File: config.mk
export PLATFORM = sky130hd
export DESIGN_NAME = is_unique
export DESIGN_NICKNAME = d
export VERILOG_FILES = /design/src/rtl/is_unique.sv
export SDC_FILE = /design/constraint.sdc
export NUM_CORES = 1
export LEC_CHECK = 0
export ABC_AREA = 1
export CORE_MARGIN = 2
export CORE_UTILIZATION = 45
export CTS_CLUSTER_SIZE = 10
export DETAILED_ROUTE_END_ITERATION = 16
export GPL_TIMING_DRIVEN = 0
export MAX_ROUTING_LAYER = met4
export PLACE_DENSITY = 0.79
export SLEW_MARGIN = 20
export SYNTH_ARGS = -nofsm -noshare
export SYNTH_HDL_FRONTEND = slang
export SYNTH_SLANG_ARGS = --single-unit
File: constraint.sdc
create_clock -name clock -period 1.05 [get_ports clock]
set_clock_uncertainty 0.15 [all_clocks]
set_input_delay 0.1575 -clock clock [delete_from_list [all_inputs] [get_ports clock]]
set_output_delay 0.1575 -clock clock [all_outputs]
set_load 0.02 [all_outputs]
File: src/rtl/is_unique.sv
// is_unique: registered BCD one-digit add, three-digit sum and 3x3 digit uniqueness check.
// Build option: define IS_UNIQUE_RANGE_CHECK_EN to require a permutation of 1..9 for unique_valid.
module is_unique (
  input  logic       clock,
  input  logic       reset,
  input  logic       en,
  input  logic [3:0] num1,
  input  logic [3:0] num2,
  input  logic [3:0] num3,
  input  logic [3:0] num4,
  input  logic [3:0] num5,
  input  logic [3:0] num6,
  input  logic [3:0] num7,
  input  logic [3:0] num8,
  input  logic [3:0] num9,
  output logic [3:0] add_sum,
  output logic       add_valid,
  output logic [3:0] sum3,
  output logic       sum3_valid,
  output logic       unique_valid,
  output logic       out_valid
);
  logic [3:0] add_sum_d, add_sum_q, sum3_d, sum3_q;
  logic add_valid_d, add_valid_q, sum3_valid_d, sum3_valid_q;
  logic unique_valid_d, unique_valid_q, out_valid_d, out_valid_q;
  logic [4:0] s;
  logic [5:0] t;
  logic [3:0] d [9];
  logic uq;
`ifdef IS_UNIQUE_RANGE_CHECK_EN
  logic [8:0] pres;
  logic rng_ok;
`else
  logic [15:0] pres;
`endif
  function automatic logic [3:0] mod10(input logic [5:0] v);
    logic [5:0] r;
    r = v >= 6'd40 ? v - 6'd40 :
        v >= 6'd30 ? v - 6'd30 :
        v >= 6'd20 ? v - 6'd20 :
        v >= 6'd10 ? v - 6'd10 : v;
    return r[3:0];
  endfunction
  assign d = '{num1, num2, num3, num4, num5, num6, num7, num8, num9};
`ifdef IS_UNIQUE_RANGE_CHECK_EN
  always_comb begin
    pres = '0;
    rng_ok = 1'b1;
    for (int i = 0; i < 9; i++) begin
      if (d[i] >= 4'd1 && d[i] <= 4'd9) pres[d[i] - 4'd1] = 1'b1;
      else rng_ok = 1'b0;
    end
    uq = rng_ok && pres == 9'h1FF;
  end
`else
  always_comb begin
    pres = '0;
    for (int i = 0; i < 9; i++) pres[d[i]] = 1'b1;
    uq = $countones(pres) == 9;
  end
`endif
  // t is the true three-digit total, so any stage overflow also shows up as t > 9
  always_comb begin
    s = {1'b0, num1} + {1'b0, num2};
    t = {1'b0, s} + {2'b0, num3};
    add_sum_d = en ? mod10({1'b0, s}) : add_sum_q;
    add_valid_d = en ? (num1 <= 4'd9 && num2 <= 4'd9 && s <= 5'd9) : add_valid_q;
    sum3_d = en ? mod10(t) : sum3_q;
    sum3_valid_d = en ? (num1 <= 4'd9 && num2 <= 4'd9 && num3 <= 4'd9 && t <= 6'd9) : sum3_valid_q;
    unique_valid_d = en ? uq : unique_valid_q;
    out_valid_d = en | out_valid_q;
  end
  always_ff @(posedge clock or posedge reset) begin
    if (reset) begin
      add_sum_q <= '0;
      add_valid_q <= 1'b0;
      sum3_q <= '0;
      sum3_valid_q <= 1'b0;
      unique_valid_q <= 1'b0;
      out_valid_q <= 1'b0;
    end else begin
      add_sum_q <= add_sum_d;
      add_valid_q <= add_valid_d;
      sum3_q <= sum3_d;
      sum3_valid_q <= sum3_valid_d;
      unique_valid_q <= unique_valid_d;
      out_valid_q <= out_valid_d;
    end
  end
  assign add_sum = add_sum_q;
  assign add_valid = add_valid_q;
  assign sum3 = sum3_q;
  assign sum3_valid = sum3_valid_q;
  assign unique_valid = unique_valid_q;
  assign out_valid = out_valid_q;
endmodule

## After elaboration in Yosys (flattened, before gate mapping)

Cells that the tools add are included.
W data, S select, Z words.

- Register bits: 12
- Latch bits: 0
- Bits in writable memories: 0
- Bits in read-only memories: 0
- Bits of input ports: 39
- Output and inout port bits: 12
- Logic and storage cells: 111
- Memories kept: 0

- Add/subtract/negate cells: 25
- Multiply operators: 0
- Divide/modulo/power cells: 0
- $lt $le $gt $ge: 31
- Eq/ne operators: 1
- Shift operators: 0
- Mux-type cells: 26
- Bitwise operators: 9
- Reductions and logical operators: 13

Operator list:

| operator | number |
|---|---|
| $or A16 B16 Y16 | 8 |
| $lt A4 B5 Y1 const B | 9 |
| $demux W1 S4 | 9 |
| $ge A4 B1 Y1 const B | 9 |
| $mux W4 | 8 |
| $sub A4 B4 Y4 const B | 6 |
| $add A1 B1 Y2 | 8 |
| $logic_and A1 B1 Y1 | 13 |
| $add A2 B2 Y3 | 4 |
| $ge A6 B5 Y1 const B | 2 |
| $le A4 B4 Y1 const B | 3 |
| $add A4 B4 Y5 | 2 |
| $ge A5 B5 Y1 const B | 2 |
| $mux W1 | 9 |
| $add A3 B3 Y4 | 2 |
| $sub A4 B3 Y4 const B | 2 |
| $add A5 B4 Y6 | 1 |
| $ge A5 B6 Y1 const B | 1 |
| $ge A6 B4 Y1 const B | 1 |
| $ge A6 B6 Y1 const B | 1 |
| $le A6 B4 Y1 const B | 1 |
| $eq A5 B4 Y1 const B | 1 |
| $ge A5 B4 Y1 const B | 1 |
| $le A5 B4 Y1 const B | 1 |
| $or A1 B1 Y1 | 1 |

## Longest topological paths before layout

- Depth in word-level cells: 17
- Mapped depth: 23
- Mapped depth without buffers: 23

## Least setup slack after synthesis

Ideal clock, no wire load.

- Kind: input to register
- Start point: input num3[1]
- End point: register unique_valid_q, in the netlist unique_valid
- Library setup time: 95 ps
- Arrival time: 4,188 ps
- Slack: -3,383 ps
- Stages: 15
- Path through: clkbuf_1 -> nor2_1 -> a221oi_1 -> nand4_1 -> a211oi_1 -> fa_1 -> fa_1 -> fa_1 -> fa_1 -> inv_1 -> ha_1 -> fa_1 -> o21ai_0 -> o211ai_1 -> o31ai_1

- Cells in the longest elaborated chain, start to end: 16
- Elaborated cells between the ends (all ways): 28

Ends and longest elaborated chain:

| what | RTL line | text |
|---|---|---|
| start, declared | 9 | `input logic [3:0] num3,` |
| $lt A4 B5 Y1 (not written as such) or $ge A4 B1 Y1 (tied branches) | 58 | `for (int i = 0; i < 9; i++) pres[d[i]] = 1'b1;` |
| $logic_and A1 B1 Y1 (not written as such) | 58 |  |
| $mux W1 (not written as such) | 58 |  |
| $demux W1 S4 (*) | 58 |  |
| $or A16 B16 Y16 (no source line) (*) (7 in series) | - |  |
| $add A1 B1 Y2 (not written as such) | 59 | `uq = $countones(pres) == 9;` |
| $add A2 B2 Y3 (not written as such) | 59 |  |
| $add A3 B3 Y4 (not written as such) | 59 |  |
| $add A4 B4 Y5 (not written as such) (*) | 59 |  |
| $eq A5 B4 Y1 (*) | 59 |  |
| end signal, assigned | 86 | `unique_valid_q <= unique_valid_d;` |
| end, declared | 25 | `logic unique_valid_d, unique_valid_q, out_valid_d, out_valid_q;` |

Mark *: on every way between the ends. The rest lies on a longest branch, timed or not.
A chain may end at the register's enable or synchronous reset.

## Worst setup path in the final report

- Start point: input num4[3]
- End point: register unique_valid_q, in the netlist unique_valid

- Cells in the longest elaborated chain, start to end: 15
- Elaborated cells between the ends (all ways): 27

Ends and longest elaborated chain:

| what | RTL line | text |
|---|---|---|
| start, declared | 10 | `input logic [3:0] num4,` |
| $lt A4 B5 Y1 (not written as such) or $ge A4 B1 Y1 (tied branches) | 58 |  |
| $logic_and A1 B1 Y1 (not written as such) | 58 |  |
| $mux W1 (not written as such) | 58 |  |
| $demux W1 S4 (*) | 58 |  |
| $or A16 B16 Y16 (no source line) (*) (6 in series) | - |  |
| $add A1 B1 Y2 (not written as such) | 59 |  |
| $add A2 B2 Y3 (not written as such) | 59 |  |
| $add A3 B3 Y4 (not written as such) | 59 |  |
| $add A4 B4 Y5 (not written as such) (*) | 59 |  |
| $eq A5 B4 Y1 (*) | 59 |  |

Marked as above.

==> out/results.txt <==
Synth area leader -> nand2_1
Sw Ratio -> 50.1%
top cell type's share of synthesized area -> 13.3%
static leakage -> 2.14 nW
total gr overflow -> 0
largest net degree at the start of global routing -> 13
max incr delay on CP -> 0.56 ns
DRC Markers -> 0
area of the core -> 6350 um2
full die area -> 7250 um2
Area contributors post-synth -> nand2_1, ha_1, inv_1, dfrtp_1, fa_1
CP Max Fanout -> 7
ys async rst share -> 100%
CP Capture Type -> flip-flop
Final ANT Viol Nets -> 0
1st-iter DRT viols -> 264
drt pass-1 iters -> 5
TritonCTS clock tree -> yes
Die Y -> 85.2 um
main flop type after synthesis -> dfrtp_1
setup ws final -> -3.13 ns
hold_ws -> 0.0721 ns
Unique masters post-synth -> 44
worst path required time -> 1.05 ns
register area -> 300 um2
Layout Area Growth over Synthesis -> 58.0%
antenna violations before repair -> 0
Max Cap Viol -> 0
mux cell area share after synthesis -> 0%
Relative slew margins -> 30.1%
Synth Area in Compound Gates -> 22.5%
status -> finished, violations left
port bufs -> 49
CP max-delay cell -> fa_1
Synth Area in XOR/XNOR -> 1.18%
Final GP Congestion -> 0.976
CP Buf/Inv Count -> 3
Clock Tree Buf Depth -> 2
TritonCTS Sinks -> 12
Post-Synthesis Cell Area -> 2970 um2
Synth top cells by count -> nand2_1, inv_1, nor2_1
critical path class -> in2reg
initial core utilization -> 46.7%
Synth Area in Simple Gates -> 34.6%
fmax -> 0.239 GHz
H-Tree Depth -> 1
sequential share of the synthesized area -> 10.1%
Internal -> 3.35 mW
hold_buf cts -> 0
diode count -> 0
largest family of logic cells by synthesized area -> simple AND/OR/NAND/NOR gates
Peak VDD IR -> 2.96 mV
vias in the first global route -> 3530
CTS Buf Count -> 3
share of cells above drive strength 1 -> 43.6%
most instantiated library cell after synthesis -> nand2_1
Reg power frac -> 9.8%
WP data arrival -> 4.18 ns
clk_lat worst skew -> 0.24 ns
slew of the pin with the lowest slew margin -> 1.02 ns
Clock power frac -> 7.5%
Post-synth EDFFs -> 0
wire per inst -> 17.6 um
IO Count -> 51
combinational share of power -> 82.7%
filler cell count in the final layout -> 485
first-pass GRT wire length -> 17.6 mm
Syn Inst Count -> 470
clk root buf -> clkbuf_8
total number of vias -> 3814
#FFs+latches synth -> 12
final core utilization -> 73.8%
# setup viols final -> 21
Routed Wire Length -> 11.4 mm
min Tclk post-route -> 4.18 ns
GR Util All Layers -> 31.4%
unrepaired setup endpoints after global routing -> true
Setup TNS Final -> -14.34 ns
Slew Limit Fails -> 0
Pwr per Cell Area -> 1430 nW/um2
post-route clock period utilization -> 398%
post-synthesis adder-cell area fraction -> 19.5%
DP Wirelength -> 8.43 mm
num rows -> 29
Clock transition at path regs -> 0.05 ns
NetSw -> 3.36 mW
CP top delay family -> adder cells
most used cell along the critical path -> fa_1
Final Hold Vio Count -> 0
Synthesis Warnings -> 0
failing checks -> setup timing
CP cell instances -> dlygate4sd2_1 > nand2_2 > o22ai_2 > a221oi_2 > nand3_2 > fa_1 > inv_1 > fa_1 > fa_1 > fa_1 > inv_1 > ha_2 > fa_2 > o21ai_2 > o211ai_1 > o31ai_1
area of the multi-input gates -> 2920 um2
CP startpoint kind -> input port
nets -> 650
syn_nets -> 548
Tightest Hold Check Type -> in2async
synthesized area per cell -> 6.31 um2
vias per cell -> 5.89
Die Wd -> 85.2 um
[area by class of cell]
type                            count  share of cell area, %
Multi-Input combinational cell    363                   62.4
Timing Repair Buffer               97                   19.0
Inverter                           92                   8.46
Sequential cell                    12                   6.41
Tap cell                           77                   2.06
Clock buffer                        4                   1.17
Buffer                              3                  0.507
[flip-flops by register name, indices dropped and copies added (netlist names)]
register      flops
sum3              4
add_valid         1
out_valid         1
add_sum           4
unique_valid      1
sum3_valid        1
[worst paths after layout]
check	start	endpoint	slack [ns]	depth (start not counted)
min reg2reg	out_valid	out_valid	0.34	1
min	reset	sum3[2]	0.07	2
max	num4[3]	unique_valid	-3.13	16
max reg2reg	sum3_valid	sum3_valid	0.04	4
min in group clock	en	add_sum[1]	0.08	2
max in group asynchronous	reset	add_sum[2]	0.36	2
[metal layers]
| metal | part of all wire (%) | track usage [%] | up-vias |
|---|---|---|---|
| met5 | 0 | - | - |
| met4 | 2.2 | 5.63 | 0 |
| met3 | 4.4 | 1.95 | 28 |
| met2 | 49 | 52.6 | 154 |
| met1 | 44 | 42.2 | 1814 |
| li1 | - | - | 1818 |
[power groups by stage]
stage	Clock [mW]	Combinational [mW]	Sequential [mW]
after floorplan	0	3.15	0.781
after global placement	0	4.39	0.635
after detailed placement	0	4.51	0.639
after CTS	0.514	4.95	0.654
after global routing	0.533	6.28	0.665
final	0.505	5.55	0.656
[metrics by stage]
step	instance area (um2)	cells	total power [mW]	worst slack, ns
2_1_floorplan	3170	470	3.93	-3.06
3_3_place_gp	3760	596	5.03	-4.33
3_5_place_dp	3760	596	5.15	-4.31
4_1_cts	4330	631	6.12	-3.22
5_1_grt	4690	648	7.48	-3.33
6_report	4690	648	6.71	-3.13
[logic make-up after synthesis]
group	count (synthesis)
and+or+nand+nor	229
buffers and inverters	95
AOI/OAI and AO/OA	91
adders and majority gates	39
DFF	12
xor gates and xnor gates	4
[what timing repair did]
action / in CTS / in global routing
setup endpoints to repair: 23 / 22
pin swaps: 31 / 32
buffers inserted: 31 / 17
resized for setup: 292 / 74
[cells in the final DEF, fill, tap and decap left out, types with 6 or more instances in the layout]
master,instances
inv_4,7
ha_1,14
fa_1,9
clkdlybuf4s15_1,7
inv_1,50
a22oi_1,7
nor2_4,9
nand3_2,10
dfrtp_1,12
o22ai_1,12
nand2_1,86
buf_6,24
o21ai_0,6
buf_4,48
nand2_2,20
clkdlybuf4s15_2,6
ha_4,9
nand2_4,7
nor3_1,8
o221ai_1,7
inv_2,30
nor2_1,37
nor2_2,10
nand3_1,24
Power figures use the tool's default switching activity.
